===== src/rtl/ir_key_dispatcher_if.sv =====
// Command handshake between the key dispatcher and the IR encoder.
// The dispatcher drives the command side; the encoder answers with enc_ready.
interface ir_key_dispatcher_if #(
    parameter int CMD_WIDTH = 32
);
    logic [CMD_WIDTH-1:0] cmd;
    logic                 cmd_valid;
    logic                 cmd_repeat;
    logic                 enc_ready;

    modport master (
        output cmd,
        output cmd_valid,
        output cmd_repeat,
        input  enc_ready
    );

    modport slave (
        input  cmd,
        input  cmd_valid,
        input  cmd_repeat,
        output enc_ready
    );
endinterface


===== src/rtl/ir_key_dispatcher.sv =====
// Turns debounced key levels into IR command transfers: one first frame per press,
// then auto-repeat frames at a fixed cadence while the key stays held.
module ir_key_dispatcher #(
    parameter int                            NUM_KEYS      = 4,
    parameter int                            CMD_WIDTH     = 32,
    parameter logic [NUM_KEYS*CMD_WIDTH-1:0] CMD_TABLE     = '0,
    parameter bit                            REPEAT_EN     = 1'b1,
    parameter int                            REPEAT_DELAY  = 2700000,
    parameter int                            REPEAT_PERIOD = 2700000,
    localparam int KEY_W     = (NUM_KEYS > 1) ? $clog2(NUM_KEYS) : 1,
    localparam int TIMER_MAX = (REPEAT_DELAY > REPEAT_PERIOD) ? REPEAT_DELAY : REPEAT_PERIOD,
    localparam int TIMER_W   = $clog2(TIMER_MAX + 1)
) (
    input  logic                       clk,
    input  logic                       rst,
    input  logic [NUM_KEYS-1:0]        key_state,
    ir_key_dispatcher_if.master        enc,
    output logic [KEY_W-1:0]           active_key,
    output logic                       busy
);

    typedef enum logic [1:0] {
        IDLE,
        SEND,
        WAIT,
        WAIT_RELEASE
    } state_t;

    localparam logic [TIMER_W-1:0] DELAY_LOAD  = TIMER_W'(REPEAT_DELAY);
    localparam logic [TIMER_W-1:0] PERIOD_LOAD = TIMER_W'(REPEAT_PERIOD);

    state_t               state;
    logic [TIMER_W-1:0]   timer;
    logic [CMD_WIDTH-1:0] cmd_q;
    logic                 valid_q;
    logic                 repeat_q;
    logic [KEY_W-1:0]     pick_idx;
    logic [CMD_WIDTH-1:0] pick_cmd;
    logic                 held;

    assign held          = key_state[active_key];
    assign enc.cmd       = cmd_q;
    assign enc.cmd_valid = valid_q;
    assign enc.cmd_repeat = repeat_q;
    assign busy          = (state != IDLE);

    // Scanning from the top down lets the lowest pressed index overwrite the rest.
    always_comb begin
        pick_idx = '0;
        pick_cmd = CMD_TABLE[CMD_WIDTH-1:0];
        for (int i = NUM_KEYS - 1; i >= 0; i--) begin
            if (key_state[i]) begin
                pick_idx = KEY_W'(i);
                pick_cmd = CMD_TABLE[i*CMD_WIDTH +: CMD_WIDTH];
            end
        end
    end

    always_ff @(posedge clk) begin
        if (rst) begin
            state      <= IDLE;
            timer      <= '0;
            cmd_q      <= '0;
            valid_q    <= 1'b0;
            repeat_q   <= 1'b0;
            active_key <= '0;
        end else begin
            case (state)
                IDLE: begin
                    if (|key_state) begin
                        active_key <= pick_idx;
                        cmd_q      <= pick_cmd;
                        repeat_q   <= 1'b0;
                        valid_q    <= 1'b1;
                        state      <= SEND;
                    end
                end
                SEND: begin
                    if (valid_q && enc.enc_ready) begin
                        valid_q <= 1'b0;
                        if (REPEAT_EN) begin
                            timer <= repeat_q ? PERIOD_LOAD : DELAY_LOAD;
                            state <= WAIT;
                        end else begin
                            state <= WAIT_RELEASE;
                        end
                    end
                end
                // A release seen on the expiry cycle still wins: no repeat frame.
                WAIT: begin
                    if (!held) begin
                        state <= IDLE;
                    end else if (timer == TIMER_W'(1)) begin
                        valid_q  <= 1'b1;
                        repeat_q <= 1'b1;
                        state    <= SEND;
                    end else begin
                        timer <= timer - 1'b1;
                    end
                end
                WAIT_RELEASE: begin
                    if (!held) begin
                        state <= IDLE;
                    end
                end
                default: state <= IDLE;
            endcase
        end
    end

endmodule


===== src/flat_wrapper.sv =====
// flat-port wrapper written by rule: the top's interface ports become plain ports
module ir_key_dispatcher_flat 
#(
    parameter int                            NUM_KEYS      = 4,
    parameter int                            CMD_WIDTH     = 32,
    parameter logic [NUM_KEYS*CMD_WIDTH-1:0] CMD_TABLE     = '0,
    parameter bit                            REPEAT_EN     = 1'b1,
    parameter int                            REPEAT_DELAY  = 2700000,
    parameter int                            REPEAT_PERIOD = 2700000,
    localparam int KEY_W     = (NUM_KEYS > 1) ? $clog2(NUM_KEYS) : 1,
    localparam int TIMER_MAX = (REPEAT_DELAY > REPEAT_PERIOD) ? REPEAT_DELAY : REPEAT_PERIOD,
    localparam int TIMER_W   = $clog2(TIMER_MAX + 1)
)
  (clk, rst, key_state, active_key, busy, enc_cmd, enc_cmd_valid, enc_cmd_repeat, enc_enc_ready);
  ir_key_dispatcher_if #(.CMD_WIDTH(CMD_WIDTH)) enc_i ();
  input  logic clk;
  input  logic rst;
  input  logic [NUM_KEYS-1:0] key_state;
  output logic [KEY_W-1:0] active_key;
  output logic busy;
  output wire logic [$bits(enc_i.cmd)-1:0] enc_cmd;
  output wire logic [$bits(enc_i.cmd_valid)-1:0] enc_cmd_valid;
  output wire logic [$bits(enc_i.cmd_repeat)-1:0] enc_cmd_repeat;
  input wire logic [$bits(enc_i.enc_ready)-1:0] enc_enc_ready;
  assign enc_cmd = enc_i.cmd;
  assign enc_cmd_valid = enc_i.cmd_valid;
  assign enc_cmd_repeat = enc_i.cmd_repeat;
  assign enc_i.enc_ready = enc_enc_ready;
  ir_key_dispatcher #(.NUM_KEYS(NUM_KEYS), .CMD_WIDTH(CMD_WIDTH), .CMD_TABLE(CMD_TABLE), .REPEAT_EN(REPEAT_EN), .REPEAT_DELAY(REPEAT_DELAY), .REPEAT_PERIOD(REPEAT_PERIOD)) u_core (.clk(clk), .rst(rst), .key_state(key_state), .enc(enc_i), .active_key(active_key), .busy(busy));
endmodule

===== config.mk =====
export PLATFORM = sky130hd
export DESIGN_NAME = ir_key_dispatcher_flat
export DESIGN_NICKNAME = d
export VERILOG_FILES = /design/src/rtl/ir_key_dispatcher_if.sv /design/src/rtl/ir_key_dispatcher.sv /design/src/flat_wrapper.sv
export SDC_FILE = /design/constraint.sdc
export NUM_CORES = 1
export LEC_CHECK = 0
export ABC_AREA = 1
export BUFFER_PORTS_ARGS = -buffer_cell sky130_fd_sc_hd__buf_2
export CORE_MARGIN = 2
export CORE_UTILIZATION = 50
export DETAILED_ROUTE_END_ITERATION = 8
export PLACE_DENSITY = 0.82
export RECOVER_POWER = 50
export SLEW_MARGIN = 25
export SYNTH_ARGS = -nofsm -noshare
export SYNTH_HDL_FRONTEND = slang
export SYNTH_SLANG_ARGS = --single-unit

===== constraint.sdc =====
create_clock -name clk -period 1.65 [get_ports clk]
set_input_delay 0.0825 -clock clk [delete_from_list [all_inputs] [get_ports clk]]
set_output_delay 0.0825 -clock clk [all_outputs]
set_load 0.005 [all_outputs]

==> flow_summary.ini, run 1 <==
[sta]
finalCritPeriodShare = 0.967
fin_skew_ns = 0.00870
timing.fmax_mhz = 627
setup_violations = 0
hold_slack_ns = 0.105
slew_violations = 0
finalHoldViolCount = 0
period_minus_slack_ns = 1.60

[die]
start_util = 0.510
ioPinCount = 44
die_x_um = 70.2
die_h_um = 70.2
num_rows = 24
dieArea_mm2 = 0.00493
core_mm2 = 0.00429

[clocking]
cts_tree = done
clock_sinks = 28
insertion_delay_ns = 0.28
htree_num_levels = 1
hold_buffers = 0
clockBufferDepth = 2
numCtsBuffers = 3
clkTransAtPathRegs_ns = 0.11
root_buffer = clkbuf_8

[detailed_routing]
routed_wl_um = 5220
dr.first_iter.drc_count = 194
ant_nets = 0
drc_errors = 0
wl_per_cell_um = 12.7
dr.pass1.iters = 5
vias = 2153
avgViaCountPerCell = 5.24

[layout]
stdcell_area_mm2 = 0.00246
drive_above_1_share = 0.240
antennaDiodeCount = 0
syn_to_final_growth_pct = 12.3
nNetsFinal = 369
final_cells = 411

[synthesis]
yosysSeqAreaShare = 0.256
synth_cell_types = 29
ys_ff_latch = 28
synth_area_per_cell_um2 = 6.66
yosysWarningCount = 0
synthFlopType = dfxtp_1
synth_edf_count = 0
synthArstFlopShare = 0
syn_inst = 329
synth_area_mm2 = 0.00219

[global_route]
grt_antenna_before_repair = 0
grt_usage = 0.210
grt_overflow = 0
grt_start_max_net_pins = 24
grt_pass1_wl_um = 8510
grt_pass1_vias = 1962

[setup_path]
cp_data_arrival_time_ns = 1.78
cp.required_ns = 1.84
critPathMaxStageDelay_ns = 0.35
path_cells = inv_2, ha_1, nand2_1, nor2_2, nand3_2, nand3_4, nand2_4, o21ai_0, nor2_1
rrSetupSlack_ns = 0.05
worst_setup_path_start_kind = register
cp_slowest_cell = dfxtp_2
critPathMaxFanout = 11
worstSetupPathType = reg -> reg
endpoint_kind = register

[power]
power.density_mw_per_mm2 = 855
p_leak_nw = 1.19
peakVddDrop_mv = 0.517

[placement]
dpl.hpwl_um = 3650
gp_congestion = 0.932
dpl_cell_area_mm2 = 0.00226
io_buffers = 11
dp.cells = 400

[job]
cap_violations = 0

[run_status]
outcome = finished, final reports clean

[min_path]
min_path_type = in -> reg
## metal layers
layer,track usage,routed length [µm],up-vias
met3,0.0289,319,9
li1,-,-,1058
met4,0.0556,73,0
met5,0,0,-
met1,0.271,2210,998
met2,0.366,2620,88
## sequential cells by signal, summed over array words and instances (netlist names)
register               count
u_core.enc.cmd_repeat      1
u_core.timer              22
u_core.state               2
u_core.active_key          2
u_core.enc.cmd_valid       1
## area by class of cell
class	instances	area, µm²
multi-input cells	271	1420
flip-flops and latches	28	563
fillers	392	1830
inverters	21	78.8
clock inverters	1	30.0
well taps	52	65.1
clock buffers	3	41.3
repair buffers	35	260
## worst max-delay path: cells and delay by family, from the launching register on
family	cells	cell delay, ns
compound gates	1	0.19
fa+ha+maj	1	0.16
flops	1	0.35
buf+inv	1	0.07
simple gates	6	0.73
## cells by family after synthesis
logic type               after synthesis  synth area share
adder cells (fa/ha/maj)                2            0.0114
buffers and inverters                 63             0.185
AO/OA/AOI/OAI                         37             0.101
XOR/XNOR                               8            0.0320
flip-flops                            28             0.256
other                                  1           0.00171
AND/OR/NAND/NOR                      190             0.413
## per-stage QoR
stage                      util  setup WS, ns  power (mW)  TNS (ns)
final                     0.573        0.0548        2.10         0
after global routing      0.573       -0.0226        2.24    -0.117
after CTS                 0.551        0.0386        2.06         0
after detailed placement  0.526       -0.0487        1.49   -0.0971
after global placement    0.526        0.0199        1.46         0
after floorplan               -         0.160        1.38         0
## synth_stat cells (4+ instances only)
cell type / number / share of area
inv_1: 21 / 0.036
nand3_1: 40 / 0.091
nor2_4: 5 / 0.026
nand2_2: 5 / 0.014
nand3_2: 5 / 0.023
xor2_1: 8 / 0.032
a21oi_1: 23 / 0.053
nand4_1: 6 / 0.017
dfxtp_1: 28 / 0.26
or2_0: 4 / 0.011
nand2_1: 70 / 0.12
nor2_2: 6 / 0.017
nor2_1: 47 / 0.080
o21ai_0: 4 / 0.0091
a21oi_2: 4 / 0.016
buf_4: 33 / 0.11
## layout by cell type (no fill, tap or decap), types with 3 or more instances in the layout
cell type  netlist  routed
a21oi_1         23      20
a21oi_2          4       7
buf_2            2      11
buf_4           33      22
clkbuf_8         0       3
conb_1           1      32
dfxtp_1         28      26
inv_1           21      20
nand2_1         70      69
nand2_2          5       6
nand3_1         40      39
nand3_2          5       6
nand4_1          6       6
nor2_1          47      42
nor2_2           6      10
nor2_4           5       6
o21ai_0          4       3
o21ai_2          3       3
or2_0            4       4
xor2_1           8       8
## path summary, 6_finish.rpt
| kind | start | end | depth (start not counted) |
|---|---|---|---|
| worst max register to register | u_core.timer[1] | u_core.timer[1] | 9 |
| worst max-delay path | u_core.timer[1] | u_core.timer[1] | 9 |
| worst min register to register | u_core.enc.cmd_repeat | u_core.enc.cmd_repeat | 2 |
| worst min-delay path | key_state[0] | u_core.active_key[0] | 4 |
## where the power goes
| part | internal (mW) | total (mW) | switching (mW) |
|---|---|---|---|
| Clock | 0.325 | 0.556 | 0.231 |
| Combinational | 0.300 | 0.799 | 0.499 |
| Sequential | 0.716 | 0.749 | 0.0329 |
## what timing repair did
| action | 4_1_cts | 5_1_grt |
|---|---|---|
| setup buffers | 1 | 4 |
| gates cloned | 0 | 2 |
| endpoints found under the setup margin | 3 | 6 |
| pin swaps | 0 | 3 |
| resized for setup | 3 | 15 |
Power figures use the tool's default switching activity.
==> inputs of run 2 (changes only) <==
ABC_AREA = not set   (was 1)
PLACE_DENSITY = 0.83   (was 0.82)
RECOVER_POWER = 100   (was 50)
SLEW_MARGIN = 40   (was 25)
==> run 2 against run 1 <==
The run now ends with negative setup slack left. Fmax shrank 26%. Combinational power decreased by 9.5%. Sequential share of layout area increased by 0.95 points. Register-to-register slack got worse by 0.57 ns. Non-clock buffer count up 39. First-iteration DRC count is 48% lower. Sequential power hardly changed. Critical path type unchanged. Largest cell class unchanged. Largest power group is now registers.
==> flow_summary.ini, run 2 <==
[layout]
final_cells = 330
final_cell_mix = 51 x buf_4, 32 x conb_1, 24 x dfxtp_1
final_core_util = 0.695
nNetsFinal = 294
top_register = u_core.timer
syn_to_final_growth_pct = 30.6
antennaDiodeCount = 0
final_common_cell = buf_4
drive_above_1_share = 0.370
reg.largest.list = u_core.timer: 22 flops, u_core.active_key: 2 flops, u_core.state: 2 flops
largest_reg_flops = 22

[placement]
pre_cts_ws_ns = -0.489
io_buffers = 11
gp_congestion = 0.853
dpl.hpwl_um = 3370
dp.cells = 322

[synthesis]
synth_cell_types = 45
synthArstFlopShare = 0
synth_area_per_cell_um2 = 8.33
synth_common_cells = 32 x buf_4, 28 x dfxtp_1, 22 x nor2_1, 17 x a21oi_1, 11 x xor2_1
synth-simple-area-share = 0.273
yosysSeqAreaShare = 0.309
synth_edf_count = 0
synth.largest_area_cell = dfxtp_1
yosysMostFrequentCell = buf_4
synth_top_family_by_area = simple AND/OR/NAND/NOR gates
netlist.area_leader.share = 0.309
synth_mux_area_frac = 0.0289
ys_ff_latch = 28
yosys.area_share.adder = 0.0138
synthFlopType = dfxtp_1
synthXorXnorAreaFrac = 0.0579
syn_inst = 218
synth_area_leaders = dfxtp_1 31%, buf_4 13%, xor2_1 5.3%
synth_compound_area_frac = 0.144
yosysWarningCount = 0
synth_area_mm2 = 0.00182

[clocking]
root_buffer = clkbuf_4
clock_sinks = 28
cts_tree = done
clkTransAtPathRegs_ns = 0.18
htree_num_levels = 1
clockBufferDepth = 2
insertion_delay_ns = 0.35
numCtsBuffers = 3

[sta]
finalCritPeriodShare = 1.31
final.setup.worst_slack_ns = -0.514
setup_violations = 26
finalHoldViolCount = 0
timing.fmax_mhz = 462
rsz0062_at_grt = true
slew_violations = 0
fin_skew_ns = 0.0292
period_minus_slack_ns = 2.16

[die]
dieArea_mm2 = 0.00413
start_util = 0.532
die_x_um = 64.3
core_mm2 = 0.00342
ioPinCount = 44
die_h_um = 64.3
num_rows = 21

[setup_path]
cp_data_arrival_time_ns = 2.39
critPathMaxFanout = 7
cp_slowest_cell = or4_4
path_cells = or4_4, or4_4, o21ai_4, buf_6, or4_1, a21oi_1
cp.required_ns = 1.87
worstSetupPathType = reg -> reg
endpoint_kind = register
worst_setup_path_start_kind = register
startpoint = u_core.timer[7]
worstReg2RegStart = u_core.timer[7]
critPathMostFrequentCell = or4_4
critPathMaxStageDelay_ns = 0.56

[global_route]
grt_usage = 0.239
grt_start_max_net_pins = 19
grt_overflow = 0
grt_antenna_before_repair = 0
grt_pass1_wl_um = 7820
grt_pass1_vias = 1707

[detailed_routing]
drc_errors = 0
wl_per_cell_um = 14.7
routed_wl_um = 4860
vias = 1790
dr.first_iter.drc_count = 100
dr.pass1.iters = 4
avgViaCountPerCell = 5.42
ant_nets = 0

[job]
cap_violations = 0

[power]
p_total_mw = 1.94
power.density_mw_per_mm2 = 818
p_leak_nw = 1.03
peakVddDrop_mv = 0.667

[run_status]
outcome = finished, violations left
violations = negative setup slack

[min_path]
min_path_type = in -> reg
min_from = enc_enc_ready
## run 2: cell count changes after synthesis, moves of 6 or more
| cell | change |
|---|---|
| a21oi_1 | -6 |
| inv_1 | -17 |
| nand2_1 | -62 |
| nand3_1 | -38 |
| nor2_1 | -25 |
| nor2_2 | -6 |
| nor3_1 | +8 |
| o211ai_1 | +9 |
| or3_1 | +6 |
| or4_1 | +7 |
## run 2: path summary, 6_finish.rpt
path,slack [ns],cells past startpoint,end
setup / recovery,-0.51,6,u_core.timer[20]
hold / removal,0.02,4,u_core.state[0]
setup reg to reg,-0.51,6,u_core.timer[20]
hold reg to reg,0.50,2,u_core.timer[10]
## run 2: through the flow
step / cell area (µm²) / hold WS, ns / setup TNS [ns]
final: 2370 / 0.0239 / -10.17
after global routing: 2370 / 0.0667 / -11.98
after CTS: 2350 / 0.0273 / -9.86
after detailed placement: 2230 / 0.419 / -9.48
after global placement: 2230 / 0.411 / -8.54
after floorplan: 1980 / 0.274 / -7.73
## run 2: cells by family (layout without fill, tap and decap cells)
kind of cell,count (synthesis),in the layout
and+or+nand+nor,84,84
other,1,32
muxes,4,4
DFF,28,28
xor gates and xnor gates,12,12
AOI/OAI and AO/OA,40,40
buffers and inverters,47,82
adders and majority gates,2,2
## run 2: metal layers
layer | wire length, µm | global-route usage | share of wire
met5 | 0 | 0 | 0
met4 | 95 | 0.0718 | 0.020
met3 | 271 | 0.0493 | 0.056
met2 | 2490 | 0.424 | 0.51
met1 | 2010 | 0.289 | 0.41
## run 2: final cells by class
cell class,count,area (µm²)
multi-input cells,174,1140
flip-flops and latches,28,566
fillers,252,1040
clock inverters,1,30.0
clock buffers,3,22.5
repair buffers,74,542
well taps,46,57.6
inverters,4,15.0
## run 2: repair_timing
item | CTS | global route
buffers inserted | 4 | 1
gates resized for setup | 15 | 11
setup endpoints to repair | 26 | 26
hold buffers | 0 | 0
pin swaps | 18 | 16
## run 2: power by group
group          leakage, nW  switching, mW  total, mW  internal, mW
clock               0.0279          0.222      0.467         0.246
combinational        0.770          0.364      0.723         0.359
sequential           0.230         0.0299      0.750         0.720
## run 2: worst max-delay path: cells and delay by family (launching register included)
kind	cells	cell delay, ns
AO/OA/AOI/OAI	2	0.35
buffers and inverters	1	0.17
AND/OR/NAND/NOR	3	1.15
flip-flops	1	0.36
